===== src/rtl/instruction_fetch_pkg.sv =====
`default_nettype none
// ---------------------------------------------------------------------------
// instruction_fetch_pkg : shared FSM states and parameter defaults for fetch
// Revision 1.0
// ---------------------------------------------------------------------------
package instruction_fetch_pkg;

  localparam int unsigned DEF_ADDR_WIDTH  = 8;
  localparam int unsigned DEF_INSTR_WIDTH = 9;
  localparam int unsigned DEF_RESET_PC    = 0;

  typedef enum logic [1:0] {
    S_IDLE  = 2'd0,
    S_REQ   = 2'd1,
    S_LATCH = 2'd2,
    S_DONE  = 2'd3
  } fetch_state_e;

endpackage
`default_nettype wire


===== src/rtl/instruction_fetch_pc.sv =====
`default_nettype none
// ---------------------------------------------------------------------------
// fetch_pc : program counter with synchronous reset, absolute load, wrap incr
// Revision 1.0
// ---------------------------------------------------------------------------
module fetch_pc
  import instruction_fetch_pkg::*;
#(
  parameter int unsigned ADDR_WIDTH = DEF_ADDR_WIDTH,
  parameter int unsigned RESET_PC   = DEF_RESET_PC
) (
  input  logic                  clk,
  input  logic                  rst,
  input  logic                  load,
  input  logic                  incr,
  input  logic [ADDR_WIDTH-1:0] load_addr,
  output logic [ADDR_WIDTH-1:0] pc
);

  logic [ADDR_WIDTH-1:0] pc_q;
  logic [ADDR_WIDTH-1:0] pc_d;

  // Load has priority; increment wraps naturally at the register width.
  always_comb begin
    pc_d = pc_q;
    if (load) begin
      pc_d = load_addr;
    end else if (incr) begin
      pc_d = pc_q + ADDR_WIDTH'(1);
    end
  end

  always_ff @(posedge clk) begin
    if (rst) begin
      pc_q <= ADDR_WIDTH'(RESET_PC);
    end else begin
      pc_q <= pc_d;
    end
  end

  assign pc = pc_q;

endmodule
`default_nettype wire


===== src/rtl/instruction_fetch.sv =====
`default_nettype none
// ---------------------------------------------------------------------------
// instruction_fetch : fetch FSM, memory handshake and instruction register feed
// Revision 1.0
// ---------------------------------------------------------------------------
module instruction_fetch
  import instruction_fetch_pkg::*;
#(
  parameter int unsigned ADDR_WIDTH  = DEF_ADDR_WIDTH,
  parameter int unsigned INSTR_WIDTH = DEF_INSTR_WIDTH,
  parameter int unsigned RESET_PC    = DEF_RESET_PC
) (
  input  logic                   CLOCK,
  input  logic                   RESET,
  input  logic                   FETCH,
  input  logic                   JUMP,
  input  logic [ADDR_WIDTH-1:0]  JUMPADDR,
  output logic                   MEMREQ,
  output logic [ADDR_WIDTH-1:0]  MEMADDR,
  input  logic                   MEMREADY,
  input  logic [INSTR_WIDTH-1:0] MEMDATA,
  output logic                   IRLOAD,
  output logic [INSTR_WIDTH-1:0] IRDATA,
  output logic                   FETCHDONE,
  output logic                   BUSY,
  output logic [ADDR_WIDTH-1:0]  PC
);

  fetch_state_e           state_q;
  fetch_state_e           state_d;
  logic [INSTR_WIDTH-1:0] hold_q;
  logic [INSTR_WIDTH-1:0] hold_d;
  logic                   pc_load;
  logic                   pc_incr;
  logic [ADDR_WIDTH-1:0]  pc;

  fetch_pc #(
    .ADDR_WIDTH (ADDR_WIDTH),
    .RESET_PC   (RESET_PC)
  ) u_fetch_pc (
    .clk       (CLOCK),
    .rst       (RESET),
    .load      (pc_load),
    .incr      (pc_incr),
    .load_addr (JUMPADDR),
    .pc        (pc)
  );

  // FETCH/JUMP are only honoured in IDLE and DONE; the PC load on the same
  // edge as FETCH means the following REQ already presents the jump target.
  always_comb begin
    state_d = state_q;
    hold_d  = hold_q;
    pc_load = 1'b0;
    pc_incr = 1'b0;
    case (state_q)
      S_IDLE: begin
        pc_load = JUMP;
        if (FETCH) begin
          state_d = S_REQ;
        end
      end
      S_REQ: begin
        if (MEMREADY) begin
          hold_d  = MEMDATA;
          state_d = S_LATCH;
        end
      end
      S_LATCH: begin
        pc_incr = 1'b1;
        state_d = S_DONE;
      end
      S_DONE: begin
        pc_load = JUMP;
        state_d = FETCH ? S_REQ : S_IDLE;
      end
      default: begin
        state_d = S_IDLE;
      end
    endcase
  end

  always_ff @(posedge CLOCK) begin
    if (RESET) begin
      state_q <= S_IDLE;
      hold_q  <= '0;
    end else begin
      state_q <= state_d;
      hold_q  <= hold_d;
    end
  end

  assign MEMREQ    = (state_q == S_REQ);
  assign MEMADDR   = pc;
  assign IRLOAD    = (state_q == S_LATCH);
  assign IRDATA    = hold_q;
  assign FETCHDONE = (state_q == S_DONE);
  assign BUSY      = (state_q == S_REQ) || (state_q == S_LATCH);
  assign PC        = pc;

endmodule
`default_nettype wire


===== config.mk =====
export PLATFORM = sky130hd
export DESIGN_NAME = instruction_fetch
export DESIGN_NICKNAME = d
export VERILOG_FILES = /design/src/rtl/instruction_fetch_pkg.sv /design/src/rtl/instruction_fetch_pc.sv /design/src/rtl/instruction_fetch.sv
export SDC_FILE = /design/constraint.sdc
export NUM_CORES = 1
export LEC_CHECK = 0
export CAP_MARGIN = 20
export CORE_MARGIN = 2
export CORE_UTILIZATION = 33
export DETAILED_ROUTE_END_ITERATION = 8
export PLACE_DENSITY = 0.69
export RECOVER_POWER = 100
export SLEW_MARGIN = 40
export SYNTH_ARGS = -nofsm -noshare
export SYNTH_HDL_FRONTEND = slang
export SYNTH_SLANG_ARGS = --single-unit

===== constraint.sdc =====
create_clock -name CLOCK -period 2.01 [get_ports CLOCK]
set_clock_uncertainty 0.15 [all_clocks]
set_input_delay 0.3015 -clock CLOCK [delete_from_list [all_inputs] [get_ports CLOCK]]
set_output_delay 0.3015 -clock CLOCK [all_outputs]
set_load 0.02 [all_outputs]

==> impl_metrics.csv, run 1 <==
group,metric,value,unit
setup_path,crit_type,"flip-flop to output port",
route,wl_per_cell,12.5,um
clocking,cts_buffers,3,
global_route,antenna_found_initial,0,
final_layout,antenna_cells,0,
clocking,cts_resized,3,
setup_path,start_kind,"flip-flop",
final_layout,fin_util,52.4,%
synthesis,async_reset_ff_share,0,%
global_route,grt_pass1_wl,4.08,mm
global_route,overflow,0,
route,routed_wirelength,2.37,mm
clocking,cts.sink_count,19,
setup_path,worstSetupEndpointType,"output port",
final_layout,drive_gt1_share,5.70,%
route,avgViaCountPerCell,4.88,
synthesis,post_synth_num_cell_types,27,
sta,finalCriticalPeriod,1910,ps
final_layout,mostFrequentLayoutCells,"clkdlybuf4s50_1, dlygate4sd3_1, dfxtp_1",
placement,routabilityCongestion,0.838,
clocking,h-tree-depth,1,
synthesis,netlist_instances,115,
synthesis,yosysTopAreaCell,"dfxtp_1",
power,p_leak,0.000578,uW
global_route,grt_max_degree,20,
clocking,cts_root_buf,"clkbuf_4",
power,power_density,1250,nW/um2
setup_path,crit_required,1560,ps
sta,clock.fmax,525,MHz
synthesis,synth_top_area_share,38.8,%
synthesis,synth-seq-area-share,38.8,%
worst_hold_path,whs_path_depth,2,
global_route,grt.total_usage,15.4,%
clocking,clk_latency,300,ps
placement,hpwl,1.82,mm
floorplanning,coreArea,2780,um2
global_route,grt_pass1_vias,935,
floorplanning,die-area,3420,um2
synthesis,avgSynthCellArea,8.53,um2
floorplanning,fp.dieH,58.5,um
setup_path,worstPathMaxFanout,4,
synthesis,synth_area_leaders,"dfxtp_1, ha_1, buf_4, a21oi_1, nand2_1",
final_layout,layout_commonest_cell,"clkdlybuf4s50_1",
synthesis,synth_nets,143,
synthesis,synth.ff_latch_count,19,
route,vias,923,
route,ant_nets,0,
final_layout,areaGrowthSynthToFinish,48.6,%
power,ir_drop,749,uV
synthesis,synth_area,981,um2
synthesis,yosys_most_used_dff,"dfxtp_1",
final_layout,nFillCells,283,
clocking,ctsLongestPathBuffers,2,
worst_hold_path,worst_hold_path_type,"flip-flop to flip-flop",
worst_hold_path,min_to,"IRDATA[1]",
sta,maxSlewViolCount,0,
floorplanning,row_count,19,
clocking,path_clk_slew,110,ps
sta,setup_viol,0,
sta,finalHoldViolCount,0,
floorplanning,die_w,58.5,um
clocking,post_cts_buffers,0,
route,drc,0,
worst_hold_path,hp-start,"IRDATA[1]",
floorplanning,ioPinCount,51,
setup_path,reg2reg_depth,5,
sta,fin_hold_ws,310,ps
synthesis,synth_edf_count,0,
clocking,cts_tree,"yes",
setup_path,r2r_slack,220,ps
setup_path,arrival,1450,ps
sta,slew_headroom,75.4,%
floorplanning,initial_utilization,35.3,%
flow_run,max_cap_viol_count,0,
final_layout,finalNetCount,187,
sta,finalCritPeriodShare,94.8,%
setup_path,r2r_end,"u_fetch_pc.pc[5]",
synthesis,yosys_warnings,0,
route,dr.pass1.iters,4,
placement,port-buffer-count,50,
sta,worst_pin_slew,360,ps
route,drt-initial-drc-count,5,
clocking,ctsHoldBuffers,0,
setup_path,r2r_start,"state_q[0]",
run_status,status,"complete, no violations",
-- cell families (layout without fill, tap and decap cells) --
group,after synthesis,count (layout),share of synthesized area [%]
fa+ha+maj,6,6,7.65
flops,19,19,38.8
buf+inv,17,60,10.5
mux,1,1,1.02
simple gates,44,44,23.2
compound gates,24,24,15.3
xor+xnor,4,4,3.57
-- Yosys cell counts, drive strengths merged, types with 2 or more instances --
cell type and n:
ha 6, nand2b 2, clkbuf 4, nand3 9
a21oi 10, o21ai 4, buf 11, or3 3
nor2b 2, nand2 13, nand4 4, a311oi 3
dfxtp 19, a211oi 5, xor2 3, inv 2
nor2 9
-- how the worst max path moves through the flow --
stage | depth (start not counted) | endpoint | slack [ps] | startpoint
final | 3 | BUSY | 100 | state_q[0]
after global routing | 3 | BUSY | -2 | state_q[1]
after CTS | 2 | FETCHDONE | 40 | state_q[1]
after detailed placement | 3 | BUSY | 150 | state_q[1]
after global placement | 3 | BUSY | 210 | state_q[0]
after floorplan | 7 | u_fetch_pc.pc[3] | 180 | state_q[0]
-- report_power, final --
| group | total [uW] | switching, uW | internal (uW) |
|---|---|---|---|
| logic | 1020 | 556 | 468 |
| clock network | 197 | 122 | 74.3 |
| registers | 604 | 123 | 481 |
-- critical path, cell delays in order (launching register included) --
cell and delay, ps:
dfxtp_1 410, inv_1 110, ha_1 330, clkdlybuf4s15_1 310
-- per-stage QoR --
step                std cells  setup TNS, ps  worst slack [ps]  instance area [um2]  power [uW]
floorplan                 115              0               180                  981        1330
detailed placement        185              0               153                 1460        1730
global route              189          -1.65             -1.65                 1460        1980
global placement          185              0               211                 1460        1700
finish                    189              0               104                 1460        1820
CTS                       189              0              36.5                 1480        1910
-- registers in the layout, indices dropped and copies added, names as in the netlist --
name and flops:
u_fetch_pc.pc 8, IRDATA 9, state_q 2
-- per-layer routing --
metal	GRT usage (%)	vias up	part of all wire (%)
li1	-	480	-
met1	18.0	417	43
met2	26.8	22	51
met3	3.74	4	3.8
met4	5.98	0	1.7
met5	0	-	0
-- layout make-up --
class / count / area [um2] / share of cell area (%)
Clock buffer: 3 / 22.5 / 1.55
Clock inverter: 1 / 5.00 / 0.343
Inverter: 2 / 7.51 / 0.515
Multi-Input combinational cell: 79 / 485 / 33.3
Sequential cell: 19 / 380 / 26.1
Tap cell: 31 / 38.8 / 2.66
Timing Repair Buffer: 54 / 518 / 35.5
Power figures use the tool's default switching activity.
==> run 2, diff against run 1 <==
Settings changed: CTS_BUF_LIST set to sky130_fd_sc_hd__clkbuf_8, DONT_BUFFER_PORTS set to 1, PLACE_DENSITY 0.69 to 0.47.
==> run 2 against run 1 <==
Setup slack improved by 82 ps. Combinational power down 25%. Global-route usage fell by 2.1 points. First-iteration DRC count grew to 6.2 times the previous value. Register-to-register slack got worse by 30 ps. Largest cell class is now multi-input gates. Worst hold slack got worse by 270 ps. Critical path depth up 3. Final area down 29%. Cell count down 22%. Highest routed layer unchanged. Sequential share of layout area grew 11 points.
==> impl_metrics.csv, run 2 (synthesis results as in run 1) <==
group,metric,value,unit
final_layout,antenna_cells,0,
power,power_density,1610,nW/um2
power,ir_drop,917,uV
sta,fin_hold_ws,38.7,ps
placement,hpwl,1.63,mm
floorplanning,ioPinCount,51,
floorplanning,coreArea,2780,um2
sta,finalCriticalPeriod,1820,ps
sta,rsz0062_at_grt,"no",
route,dr.pass1.iters,4,
clocking,post_cts_buffers,0,
sta,maxSlewViolCount,0,
clocking,cts_root_buf,"clkbuf_8",
sta,worst_pin_slew,729,ps
route,ant_nets,0,
setup_path,crit_family,"adder cells",
setup_path,crit_path_cell_trace,"inv_1 > ha_2 > nand2b_1 > buf_4 > nor2_1 > a311oi_1",
floorplanning,fp.dieH,58.5,um
clocking,path_clk_slew,80,ps
final_layout,final_cells,148,
clocking,cts_buffers,3,
floorplanning,die_w,58.5,um
power,p_int,869,uW
setup_path,arrival,1830,ps
floorplanning,initial_utilization,35.3,%
global_route,antenna_found_initial,0,
global_route,grt_pass1_vias,794,
setup_path,crit_type,"flip-flop to flip-flop",
power,p_sw_share,47.9,%
power,seqPwrFrac,38.2,%
sta,finalCritPeriodShare,90.8,%
route,drc,0,
route,routed_wirelength,2.24,mm
final_layout,largest_reg_flops,9,
route,avgViaCountPerCell,5.40,
placement,port-buffer-count,0,
setup_path,r2r_slack,190,ps
sta,setup_viol,0,
sta,clock.fmax,548,MHz
floorplanning,row_count,19,
power,p_leak,0.000363,uW
route,vias,799,
global_route,grt_pass1_wl,3.54,mm
setup_path,start_kind,"flip-flop",
floorplanning,die-area,3420,um2
global_route,overflow,0,
sta,slew_headroom,51.3,%
flow_run,max_cap_viol_count,0,
setup_path,reg2reg_depth,6,
setup_path,crit_required,2010,ps
worst_hold_path,worst_hold_path_type,"input pin to flip-flop",
clocking,cts_tree,"yes",
final_layout,finalNetCount,146,
power,total_power,1670,uW
setup_path,r2r_start,"state_q[0]",
final_layout,drive_gt1_share,8.55,%
placement,dp_cells,143,
power,p_clk_share,16.0,%
clocking,clk_latency,260,ps
clocking,cts.sink_count,19,
setup_path,worstPathMaxFanout,16,
sta,finalHoldViolCount,0,
clocking,h-tree-depth,1,
run_status,status,"complete, no violations",
setup_path,r2r_end,"u_fetch_pc.pc[6]",
setup_path,critPathCapture,"u_fetch_pc.pc[6]",
sta,setup_tns,0,ps
setup_path,slowest_delay,410,ps
setup_path,path_buf_inv,2,
setup_path,cp-startpoint,"state_q[0]",
power,p_comb_share,45.8,%
final_layout,areaGrowthSynthToFinish,5.48,%
route,drt-initial-drc-count,31,
global_route,grt.total_usage,13.3,%
setup_path,critPathSlowestCell,"ha_2",
route,wl_per_cell,15.1,um
placement,routabilityCongestion,0.724,
setup_path,worstSetupEndpointType,"flip-flop",
placement,preCtsSetupSlack,159,ps
global_route,grt_max_degree,20,
clocking,ctsLongestPathBuffers,2,
setup_path,cp.depth,6,
final_layout,mostFrequentLayoutCells,"dfxtp_1, nand2_1, a21oi_1",
sta,final.setup.worst_slack,185,ps
final_layout,layout_commonest_cell,"dfxtp_1",
power,switching_power,798,uW
==> run 2: cell types whose count changed in the layout (fill, tap and decap cells not counted), moves of 3 or more <==
cell,change
clkbuf_8,+3
clkbuf_2,+3
clkbuf_1,+6
clkbuf_4,-3
dlygate4sd3_1,-20
clkdlybuf4s50_1,-25
==> run 2: metrics by stage <==
| step | util [%] | instance area [um2] |
|---|---|---|
| after global placement | 36.5 | 1010 |
| after global routing | 37.2 | 1030 |
| after floorplan | - | 981 |
| final | 37.2 | 1030 |
| after CTS | 38.5 | 1070 |
| after detailed placement | 36.5 | 1010 |
==> run 2: power groups by stage <==
stage,Combinational (uW),Clock [uW],Sequential [uW]
after floorplan,629,0,700
after global placement,812,0,640
after detailed placement,822,0,645
after CTS,837,273,637
after global routing,852,282,654
final,764,266,637
==> run 2: layout make-up <==
type                            count  area [um2]
Clock buffer                        3        41.3
Tap cell                           31        38.8
Timing Repair Buffer               13        62.6
Multi-Input combinational cell     79         500
Fill cell                         309        1750
Sequential cell                    19         380
Clock inverter                      1        3.75
Inverter                            2        7.51
==> run 2: timing repair <==
| item | 4_1_cts | 5_1_grt |
|---|---|---|
| hold buffers | 1 | 0 |
| setup endpoints to repair | 0 | 1 |
| endpoints found under the hold margin | 19 | 0 |
| resized for setup | 0 | 1 |
==> run 2: how the worst min path moves through the flow <==
| stage | startpoint | endpoint | slack [ps] | depth (start not counted) |
|---|---|---|---|---|
| final | MEMDATA[0] | IRDATA[0] | 40 | 2 |
| after global routing | MEMDATA[6] | IRDATA[6] | 40 | 2 |
| after CTS | MEMDATA[8] | IRDATA[8] | 30 | 2 |
| after detailed placement | RESET | state_q[1] | 230 | 1 |
| after global placement | RESET | IRDATA[3] | 220 | 1 |
| after floorplan | MEMDATA[0] | IRDATA[0] | 300 | 2 |
==> run 2: metal layers <==
layer	vias up	track usage, %	share of wire [%]
li1	396	-	-
met1	366	14.2	39
met2	35	23.9	50
met3	2	6.15	11
met4	0	2.66	0.45
met5	-	0	0
